**config.mk**
```make
export PLATFORM = sky130hd
export DESIGN_NAME = count_seq_ctrl
export DESIGN_NICKNAME = d
export VERILOG_FILES = /design/src/rtl/count_seq_ctrl.sv
export SDC_FILE = /design/constraint.sdc
export NUM_CORES = 1
export LEC_CHECK = 0
export BUFFER_PORTS_ARGS = -buffer_cell sky130_fd_sc_hd__buf_2
export CORE_ASPECT_RATIO = 0.9
export CORE_UTILIZATION = 60
export DETAILED_ROUTE_END_ITERATION = 7
export PLACE_DENSITY = 0.86
export SETUP_SLACK_MARGIN = 0.05
export SLEW_MARGIN = 10
export SYNTH_ARGS = -nofsm -noshare
export SYNTH_HDL_FRONTEND = slang
export SYNTH_SLANG_ARGS = --single-unit
```
**constraint.sdc**
```tcl
create_clock -name sys_clk -period 9.4 [get_ports sys_clk]
set_clock_uncertainty 0.05 [all_clocks]
set_input_delay 1.41 -clock sys_clk [delete_from_list [all_inputs] [get_ports sys_clk]]
set_output_delay 1.41 -clock sys_clk [all_outputs]
set_load 0.03 [all_outputs]
```
**src/rtl/count_seq_ctrl.sv**
```systemverilog
// Counter-chain sequencer: debounces three push-buttons, runs a STOP/RUN/CLEAR/LOAD
// FSM and issues prescaled count enables, direction, clear and load strobes to a BCD chain.
module count_seq_ctrl #(
    parameter int PRESCALE_W = 20,
    parameter int DEBOUNCE_W = 16,
    parameter int AUTO_STOP  = 0
) (
    input  logic        sys_clk,
    input  logic        sys_rst,
    input  logic        btn_run,
    input  logic        btn_dir,
    input  logic        btn_clr,
    input  logic        load_req,
    input  logic [15:0] load_val,
    input  logic [3:0]  tc,
    output logic        ce,
    output logic        up,
    output logic        clr,
    output logic        load,
    output logic [15:0] load_data,
    output logic [2:0]  led_n
);

    localparam int NUM_BTN = 3;
    localparam int BTN_RUN = 0;
    localparam int BTN_DIR = 1;
    localparam int BTN_CLR = 2;

    typedef enum logic [1:0] {
        ST_STOP  = 2'd0,
        ST_RUN   = 2'd1,
        ST_CLEAR = 2'd2,
        ST_LOAD  = 2'd3
    } state_t;

    logic [NUM_BTN-1:0] btn_raw;
    logic [NUM_BTN-1:0] press;

    assign btn_raw = {btn_clr, btn_dir, btn_run};

    // Per button: 2-FF synchronizer, stability counter, rising-edge press pulse.
    // The press pulse is registered so it lines up with the new debounced level.
    generate
        for (genvar gi = 0; gi < NUM_BTN; gi++) begin : g_btn
            logic                  sync1_reg;
            logic                  sync2_reg;
            logic                  level_reg;
            logic                  press_reg;
            logic [DEBOUNCE_W-1:0] cnt_reg;

            always_ff @(posedge sys_clk or posedge sys_rst) begin
                if (sys_rst) begin
                    sync1_reg <= 1'b0;
                    sync2_reg <= 1'b0;
                    level_reg <= 1'b0;
                    press_reg <= 1'b0;
                    cnt_reg   <= '0;
                end else begin
                    sync1_reg <= btn_raw[gi];
                    sync2_reg <= sync1_reg;
                    press_reg <= 1'b0;
                    if (sync2_reg == level_reg) begin
                        cnt_reg <= '0;
                    end else if (cnt_reg == '1) begin
                        level_reg <= sync2_reg;
                        press_reg <= sync2_reg;
                        cnt_reg   <= '0;
                    end else begin
                        cnt_reg <= cnt_reg + DEBOUNCE_W'(1);
                    end
                end
            end

            assign press[gi] = press_reg;
        end
    endgenerate

    logic run_press;
    logic dir_press;
    logic clr_press;

    assign run_press = press[BTN_RUN];
    assign dir_press = press[BTN_DIR];
    assign clr_press = press[BTN_CLR];

    state_t                state_reg, state_next;
    logic [PRESCALE_W-1:0] presc_reg, presc_next;
    logic                  up_reg, up_next;
    logic                  wrap_reg, wrap_next;
    logic [15:0]           load_data_reg, load_data_next;
    logic [2:0]            led_n_reg, led_n_next;
    logic                  ce_next;
    logic                  ce_due;
    logic                  wrap_hit;

    assign ce_due = (state_reg == ST_RUN) && (presc_reg == '1);

    always_comb begin
        state_next     = state_reg;
        presc_next     = '0;
        up_next        = up_reg ^ dir_press;
        wrap_next      = wrap_reg;
        load_data_next = load_data_reg;
        ce_next        = 1'b0;
        wrap_hit       = 1'b0;

        // Any exit from RUN in a ce-due cycle swallows that ce.
        if (clr_press) begin
            state_next = ST_CLEAR;
        end else begin
            case (state_reg)
                ST_STOP: begin
                    if (load_req) begin
                        load_data_next = load_val;
                        state_next     = ST_LOAD;
                    end else if (run_press) begin
                        state_next = ST_RUN;
                    end
                end
                ST_RUN: begin
                    if (run_press) begin
                        state_next = ST_STOP;
                    end else if (ce_due) begin
                        if (tc == 4'b1111) begin
                            wrap_hit = 1'b1;
                            if (AUTO_STOP != 0) begin
                                state_next = ST_STOP;
                            end else begin
                                ce_next = 1'b1;
                            end
                        end else begin
                            ce_next = 1'b1;
                        end
                    end
                end
                ST_CLEAR: state_next = ST_STOP;
                ST_LOAD:  state_next = ST_STOP;
                default:  state_next = ST_STOP;
            endcase
        end

        if (wrap_hit) begin
            wrap_next = 1'b1;
        end
        if (state_reg == ST_CLEAR) begin
            wrap_next = 1'b0;
        end

        if ((state_reg == ST_RUN) && (state_next == ST_RUN)) begin
            presc_next = presc_reg + PRESCALE_W'(1);
        end

        // Built from next-state values so the LEDs change on the same edge as the state.
        led_n_next = {~wrap_next, up_next, ~(state_next == ST_RUN)};
    end

    always_ff @(posedge sys_clk or posedge sys_rst) begin
        if (sys_rst) begin
            state_reg     <= ST_STOP;
            presc_reg     <= '0;
            up_reg        <= 1'b1;
            wrap_reg      <= 1'b0;
            load_data_reg <= 16'h0000;
            led_n_reg     <= 3'b111;
        end else begin
            state_reg     <= state_next;
            presc_reg     <= presc_next;
            up_reg        <= up_next;
            wrap_reg      <= wrap_next;
            load_data_reg <= load_data_next;
            led_n_reg     <= led_n_next;
        end
    end

    assign ce        = ce_next;
    assign up        = up_reg;
    assign clr       = (state_reg == ST_CLEAR);
    assign load      = (state_reg == ST_LOAD);
    assign load_data = load_data_reg;
    assign led_n     = led_n_reg;

endmodule

```
---- After elaboration in Yosys (flattened, before gate mapping) ----
Cells that the tools add are included.
storage, ports and cells
  flip-flop bits (word level) ............. 103
  output and inout port bits .............. 23
  bits of input ports ..................... 26
operators by class
  reduce and logical (&&, ||, !) cells .... 8
  add/subtract/negate cells ............... 4
  mux-type cells .......................... 29
  eq/ne operators ......................... 12
  bitwise operators ....................... 7
operators with widths
  cell                                           count
  two-way mux 16 bit                             6
  adder 16 x 1 -> 16 bit, second input constant  3
  == test 16 bit, second input constant          3
  adder 20 x 1 -> 20 bit, second input constant  1
  == test 20 bit, second input constant          1
  two-way mux 20 bit                             1
  two-way mux 1 bit                              17
  two-way mux 2 bit                              4
  inverter 1 bit                                 6
  case mux 2 bit (3 select lines)                1
  AND reduction 2 bit                            3
  == test 2 x 1 -> 1 bit, second input constant  2
  == test 2 bit, second input constant           2
  == test 4 bit, second input constant           1
  == test 1 bit                                  3
  AND reduction 3 bit                            1
  logical AND 1 bit                              2
  zero test 2 bit                                1
  OR reduction 2 bit                             1
  bitwise XOR 1 bit                              1

---- Longest topological paths before layout ----
Gate-level depths: netlist of the first run.
  depth after elaboration ................. 9
  gate-level depth with buffers ........... 6
  gate-level depth less buffers ........... 5

---- Worst setup path before layout of the first run ----
OpenSTA, ideal clock, no wires.
  path kind ............................... flip-flop to output port
  from .................................... register g_btn[2].press_reg (netlist: clr_press)
  to ...................................... output ce
  setup slack ............................. 5.646 ns
  cell stages (with the launch flop) ...... 4
  buffers on the path ..................... 1
  required time ........................... 7.940 ns
  arrival time ............................ 2.294 ns
  cell sequence ........................... dfrtp_1 > or4b_2 > clkbuf_1 > nor4_1
between the ends
  cells in the longest elaborated chain, start to end .. 1
RTL lines
  what                    line  source
  from (decl)             48    logic press_reg;
  from (signal assigned)  66    press_reg <= sync2_reg;
  two-way mux 1 bit       108   if (clr_press) begin
  to (decl)               16    output logic ce,
No other way between the ends.

---- Worst setup path after layout of the first run ----
Ends and elaborated chain as after synthesis.

==> out/summary.txt, run 1 <==
Peak VDD IR - 139 µV
synth top area cells - dfrtp_1, xnor2_1, nor2_1, mux2_2, xor2_1
critical path cell sequence - or4b_2 > nor4_1 > buf_2
layout cell share with drive strength beyond 1 - 20.8%
Initial DRC Count - 97
Min-Delay Path Class - flip-flop to flip-flop
first-pass GRT wire length - 13.8 mm
net switching power figure - 0.313 mW
max-cap violation count - 0
Ys Warns - 0
Reg clk slew, reported paths - 100 ps
syn_nets - 445
CTS tree - built
Pwr Density - 200 nW/µm²
Post-Route WL - 8.21 mm
Avg Inst Size Synth - 10.9 µm²
H-tree levels - 3
ys flop type - dfrtp_1
flops & latches, synth - 102
First-pass DRT Iterations - 4
RSZ-0062 raised after global routing - false
switching share of power - 30.9%
slew margin rel. - 35.5%
Ant. Diodes - 0
Net count, final - 496
R2R cell count - 5
Critical Path Fanout Max - 20
die height - 84.5 µm
Final Setup Violations - 0
Yosys top cell area share - 54.5%
Core ar. - 7180 µm²
sequential area share after synthesis - 56.3%
Slew Viols, Final - 0
status - finished, final reports clean
Final WS setup - 5620 ps
PortBufs - 48
Overflow after GRT - 0
Worst EP required - 7940 ps
CTS root buffer - clkbuf_8
Post-synth EDFFs - 0
CTS Buf Count - 9
hold buffer count at CTS - 0
Area growth syn-to-layout - 11.9%
# fillers - 505
Cells on Worst Hold Path - 0
Critical Path Source - clr_press
cts repair resizes - 0
Synth area leader - dfrtp_1
CTS Buffer Depth - 2
Comb pwr share - 20.4%
placed cell area - 4870 µm²
RR Startpoint - g_btn[1].cnt_reg[0]
Setup TNS - 0 ps
sequential power share - 51.7%
Slowest-stage cell, CP - or4b_2
Crit Path Category - flip-flop to primary output
drt drc - 0
Vias - 3185
design area - 5080 µm²
antenna violations before repair - 0
Ports - 49
LEAKAGE - 2.18 nW
synthesized netlist cell count - 415
fin crit share - 40.2%
Synth Cell Area - 4540 µm²
Routed Antenna Nets - 0
Synth cell types - 46
detailed placement HPWL - 5.60 mm
Post-CTS Setup Repair Bufs - 0
fmax - 264 MHz
pre-CTS setup slack - 6040 ps
Die Width - 93.7 µm
# rows - 29
vias per cell - 5.65
WL per Instance - 14.5 µm
Largest register FFs - 48
P_int - 0.701 mW
flop-to-flop setup slack - 7070 ps
CP Capture Type - primary output
startpoint class of the critical path - flip-flop
die area - 7920 µm²
Skew-Pair Late Insertion Delay - 360 ps
ys async rst share - 100%
largest net degree at the start of global routing - 81
slowest stage delay, CP - 930 ps
most common library cells after synthesis - dfrtp_1, nor2_1, xnor2_1
HP Start - g_btn[2].sync1_reg
Sink Count - 102
minimum clock period - 3780 ps
CP arrival - 2320 ps
Slew @ Worst Pin - 968 ps
GRT Total Usage - 22.6%
cell with the most instances after synthesis - dfrtp_1
RD Place Congestion - 0.758
vias in the first global route - 3021
Fin. Hold Viols - 0
Initial Util - 63.2%
part of the power in the clock network - 27.9%
cell type report:
cell class                 instances  area [µm²]  area share, %
sequential                       102        2560           50.3
multi-input combinational        289        1890           37.3
timing repair buffer              49         248           4.88
clock buffer                      12         155           3.05
tap                               93         116           2.29
inverter                          15        58.8           1.16
clock inverter                     4        53.8           1.06
logic make-up (layout without fill, tap and decap cells):
logic type / after synthesis / after routing / synth area share, %
AOI/OAI and AO/OA: 29 / 29 / 3.88
adders and majority gates: 4 / 4 / 1.10
buffers and inverters: 24 / 80 / 2.18
muxes: 20 / 20 / 4.93
and+or+nand+nor: 182 / 182 / 21.2
xor gates and xnor gates: 54 / 54 / 10.4
DFF: 102 / 102 / 56.3
final timing paths:
| path | to |
|---|---|
| worst max-delay path | ce |
| worst min-delay path | g_btn[2].sync2_reg |
| worst max register to register | g_btn[1].cnt_reg[4] |
| worst min register to register | g_btn[2].sync2_reg |
| max in group asynchronous | g_btn[0].cnt_reg[3] |
| min in group asynchronous | g_btn[1].cnt_reg[12] |
cell usage in the layout (no fill, tap or decap), types with 2 or more instances in the layout:
| master | count |
|---|---|
| a21oi_1 | 10 |
| nand4_1 | 20 |
| dfrtp_1 | 99 |
| and2_1 | 5 |
| nor4_1 | 13 |
| dfstp_2 | 3 |
| mux2_2 | 19 |
| nor2_1 | 62 |
| or3_1 | 6 |
| and3_1 | 4 |
| and4_1 | 3 |
| ha_1 | 4 |
| xnor2_1 | 34 |
| xor2_1 | 20 |
| nor3b_1 | 2 |
| or3_2 | 2 |
| clkinvlp_4 | 2 |
| nand2b_1 | 3 |
| clkbuf_8 | 11 |
| o31ai_1 | 4 |
| inv_1 | 14 |
| or4_1 | 6 |
| nand3_1 | 19 |
| nor3_1 | 9 |
| o21ai_0 | 7 |
| nand2_1 | 18 |
| buf_2 | 48 |
routing by layer:
metal	vias up	track usage, %	wire length (µm)
li1	1546	-	-
met1	1580	29.2	3690
met2	52	37.7	4200
met3	7	6.25	231
met4	0	5.73	88
met5	-	0	0
through the flow:
step,hold slack (ps),total power [mW],std cells,utilization [%]
CTS,306,1.02,564,70.6
detailed placement,285,0.741,548,67.7
finish,304,1.01,564,70.7
floorplan,281,0.675,415,-
global route,314,1.06,564,70.7
global placement,283,0.731,548,67.7
power groups by stage:
stage | Combinational, mW | Clock (mW) | Sequential, mW
2_1_floorplan | 0.0742 | 0 | 0.601
3_3_place_gp | 0.203 | 0 | 0.528
3_5_place_dp | 0.209 | 0 | 0.532
4_1_cts | 0.209 | 0.289 | 0.524
5_1_grt | 0.220 | 0.308 | 0.532
6_report | 0.207 | 0.282 | 0.524
critical path: cells and delay by family, from the launching register on:
family / cells / cell delay [ps]
simple gates: 2 / 1260
flops: 1 / 460
buf+inv: 1 / 240
Power figures use the tool's default switching activity.
==> run 2, diff against run 1 <==
CORE_UTILIZATION = 58   (was 60)
PLACE_DENSITY = 0.84   (was 0.86)
clock period = 3.5 ns   (was 9.4 ns; I/O delays follow)
==> out/summary.txt, run 2 (synthesized netlist as in run 1, its figures left out) <==
Skew-Pair Late Insertion Delay - 370 ps
design area - 5080 µm²
Critical Path Fanout Max - 20
# fillers - 558
vias per cell - 5.51
status - finished, final reports clean
hold buffer count at CTS - 0
detailed placement HPWL - 5.79 mm
fin crit share - 82.3%
Die Width - 95.3 µm
CTS Buffer Depth - 2
slowest stage delay, CP - 930 ps
Slew @ Worst Pin - 751 ps
Setup TNS - 0 ps
sequential power share - 52.5%
Overflow after GRT - 0
Post-Route WL - 8.26 mm
Reg clk slew, reported paths - 110 ps
largest net degree at the start of global routing - 38
Largest register FFs - 48
Routed Antenna Nets - 0
RD Place Congestion - 0.801
Pwr Density - 526 nW/µm²
pre-CTS setup slack - 1030 ps
CP arrival - 2300 ps
Fin. Hold Viols - 0
Total Power - 2.67 mW
Slew Viols, Final - 0
utilization after layout - 67.3%
die height - 86.0 µm
Slowest-stage cell, CP - or4b_2
Comb pwr share - 20.6%
antenna violations before repair - 0
CTS root buffer - clkbuf_8
Ports - 49
startpoint class of the critical path - flip-flop
H-tree levels - 3
Net count, final - 498
CTS Buf Count - 9
fmax - 347 MHz
Min Hold Slack - 106 ps
Initial Util - 60.2%
Crit Path Category - flip-flop to primary output
Sink Count - 102
Non-Filler Instances - 569
CTS tree - built
LEAKAGE - 2.20 nW
Peak VDD IR - 384 µV
Placed Cells - 553
vias in the first global route - 3086
Post-CTS Setup Repair Bufs - 0
slew margin rel. - 49.6%
Min-Delay Path Class - input pin to asynchronous set/reset pin
Final WS setup - 620 ps
WL per Instance - 14.5 µm
R2R cell count - 5
PortBufs - 48
drt drc - 0
first-pass GRT wire length - 14.0 mm
layout cell share with drive strength beyond 1 - 21.4%
net switching power figure - 0.882 mW
critical path cell sequence - or4b_2 > nor4_1 > buf_2
commonest non-fill, non-tap cell in the layout - dfrtp_1
Final Setup Violations - 0
GRT Total Usage - 22.2%
minimum clock period - 2880 ps
P_int - 1.79 mW
RSZ-0062 raised after global routing - false
Initial DRC Count - 93
Worst EP required - 2920 ps
Core ar. - 7540 µm²
CP Capture Type - primary output
# rows - 30
part of the power in the clock network - 26.9%
max-cap violation count - 0
most frequent cells in the layout - dfrtp_1, nor2_1, buf_2, xnor2_1
First-pass DRT Iterations - 4
switching share of power - 33.0%
Vias - 3134
cts repair resizes - 0
die area - 8190 µm²
Ant. Diodes - 0
Area growth syn-to-layout - 11.8%
placed cell area - 4880 µm²
run 2: per-layer routing:
metal | share of wire (%) | up-vias | GRT usage, %
li1 | - | 1565 | -
met1 | 46 | 1522 | 28.3
met2 | 50 | 35 | 37.3
met3 | 2.5 | 12 | 5.85
met4 | 1.4 | 0 | 6.20
met5 | 0 | - | 0
run 2: area by class of cell:
class | count | area [µm²] | share of cell area [%]
well taps | 96 | 120 | 2.36
multi-input cells | 289 | 1890 | 37.1
repair buffers | 51 | 263 | 5.17
clock buffers | 9 | 124 | 2.44
clock inverters | 7 | 71.3 | 1.40
inverters | 15 | 58.8 | 1.16
flip-flops and latches | 102 | 2560 | 50.3
run 2: worst max-delay path, delay by kind of cell, from the launching register on:
family	cells	cell delay [ps]
buffers and inverters	1	240
flip-flops	1	440
AND/OR/NAND/NOR	2	1260
run 2: path summary, 6_finish.rpt:
kind                                      from                  end  slack (ps)
hold reg to reg             g_btn[2].sync1_reg   g_btn[2].sync2_reg         310
max in group asynchronous              sys_rst             led_n[0]        2440
min in group sys_clk                   btn_run   g_btn[0].sync1_reg         210
hold / removal                         sys_rst  g_btn[1].cnt_reg[1]         110
setup / recovery                     clr_press                   ce         620
setup reg to reg           g_btn[1].cnt_reg[0]  g_btn[1].cnt_reg[7]        1170
run 2: power groups by stage:
stage	clock network, mW	registers, mW	logic (mW)
after floorplan	0	1.61	0.199
after global placement	0	1.42	0.546
after detailed placement	0	1.43	0.555
after CTS	0.739	1.40	0.557
after global routing	0.788	1.42	0.595
final	0.719	1.40	0.551
==> run 3, diff against run 2 <==
CORE_UTILIZATION = 53   (was 58)
PLACE_DENSITY = 0.81   (was 0.84)
clock period = 2.6 ns   (was 3.5 ns; I/O delays follow)
==> out/summary.txt, run 3 (synthesized netlist as in run 1, its figures left out) <==
largest net degree at the start of global routing - 103
Comb pwr share - 20.6%
vias per cell - 5.33
Crit Path Category - flip-flop to primary output
GRT Total Usage - 19.5%
Slew Viols, Final - 0
Die Width - 99.6 µm
H-tree levels - 3
Ports - 49
LEAKAGE - 2.22 nW
First-pass DRT Iterations - 4
utilization after layout - 63.0%
Critical Path Source - clr_press
hold buffer count at CTS - 0
die area - 8940 µm²
RSZ-0062 raised after global routing - false
Min-Delay Path Class - input pin to flip-flop
Routed Antenna Nets - 0
minimum clock period - 2470 ps
CP arrival - 2030 ps
die height - 89.8 µm
switching share of power - 30.3%
Core ar. - 8180 µm²
slew margin rel. - 59.3%
CTS root buffer - clkbuf_8
Final Setup Violations - 0
vias in the first global route - 3201
Post-CTS Setup Repair Bufs - 0
startpoint class of the critical path - flip-flop
net switching power figure - 1.10 mW
Slew @ Worst Pin - 595 ps
Peak VDD IR - 386 µV
Post-Route WL - 7.86 mm
part of the power in the clock network - 27.6%
sequential power share - 51.8%
WL per Instance - 13.3 µm
flop-to-flop setup slack - 560 ps
CTS Buf Count - 9
first-pass GRT wire length - 14.3 mm
most frequent cells in the layout - dfrtp_1, nor2_1, buf_2, xnor2_1
Largest register FFs - 48
drt drc - 0
PortBufs - 48
Pwr Density - 707 nW/µm²
Fin. Hold Viols - 0
Overflow after GRT - 0
Initial Util - 55.5%
Ant. Diodes - 0
Reg clk slew, reported paths - 90 ps
Sink Count - 102
CTS tree - built
fmax - 405 MHz
Skew-Pair Late Insertion Delay - 350 ps
Setup TNS - 0 ps
detailed placement HPWL - 5.50 mm
Net count, final - 501
HP Start - btn_clr
Vias - 3151
RD Place Congestion - 0.781
Critical Path Fanout Max - 5
antenna violations before repair - 0
Area growth syn-to-layout - 13.5%
max-cap violation count - 0
CP Capture Type - primary output
# rows - 31
CTS Buffer Depth - 2
status - finished, final reports clean
layout cell share with drive strength beyond 1 - 21.6%
fin crit share - 95.0%
P_int - 2.54 mW
commonest non-fill, non-tap cell in the layout - dfrtp_1
Initial DRC Count - 103
Worst EP required - 2160 ps
RR Startpoint - g_btn[1].cnt_reg[0]
## run 3: changes by cell type in the layout (fill, tap and decap cells not counted), moves of 2 or more
cell	change
inv_6	-4
buf_4	+3
clkbuf_1	+2
clkbuf_8	+2
## run 3: through the flow
step	worst slack [ps]	power, mW	std cells	instance area [µm²]	hold slack, ps
global placement	528	2.65	575	4950	282
global route	66.4	3.84	591	5160	68.9
detailed placement	486	2.68	575	4950	287
floorplan	186	2.44	415	4550	281
CTS	88.9	3.69	591	5150	68.6
finish	130	3.65	591	5160	86.4
## run 3: layout make-up
cell class,instances,area (µm²)
clock buffers,13,159
clock inverters,3,43.8
fillers,627,3030
inverters,15,60.1
multi-input cells,289,1890
flip-flops and latches,102,2560
well taps,115,144
repair buffers,54,300
## run 3: layer usage
metal	vias to the layer above	global-route usage, %	routed length [µm]
li1	1555	-	-
met5	-	0	0
met1	1543	26.1	3690
met3	5	4.59	231
met2	48	32.4	3870
met4	0	4.53	67
## run 3: power by group through the flow
stage	logic, mW	registers (mW)	clock network, mW
2_1_floorplan	0.269	2.17	0
3_3_place_gp	0.743	1.90	0
3_5_place_dp	0.761	1.92	0
4_1_cts	0.764	1.89	1.04
5_1_grt	0.821	1.92	1.10
6_report	0.752	1.89	1.00
## run 3: repair_timing
item | in CTS | in global routing
endpoints found under the hold margin | 0 | 0
gates resized for setup | 0 | 2
endpoints found under the setup margin | 0 | 1
## run 3: final timing paths
| check | end | depth (start not counted) |
|---|---|---|
| hold reg to reg | g_btn[1].sync2_reg | 0 |
| max in group asynchronous | g_btn[0].cnt_reg[11] | 3 |
| setup / recovery | ce | 3 |
| setup reg to reg | g_btn[1].level_reg | 5 |
| hold / removal | g_btn[2].sync1_reg | 1 |
| min in group asynchronous | g_btn[2].cnt_reg[5] | 3 |
## run 3: worst max-delay path, cell delays in order (launching register included)
cell	delay, ps
dfrtp_1	420
or4b_2	740
nor4_2	310
buf_4	200
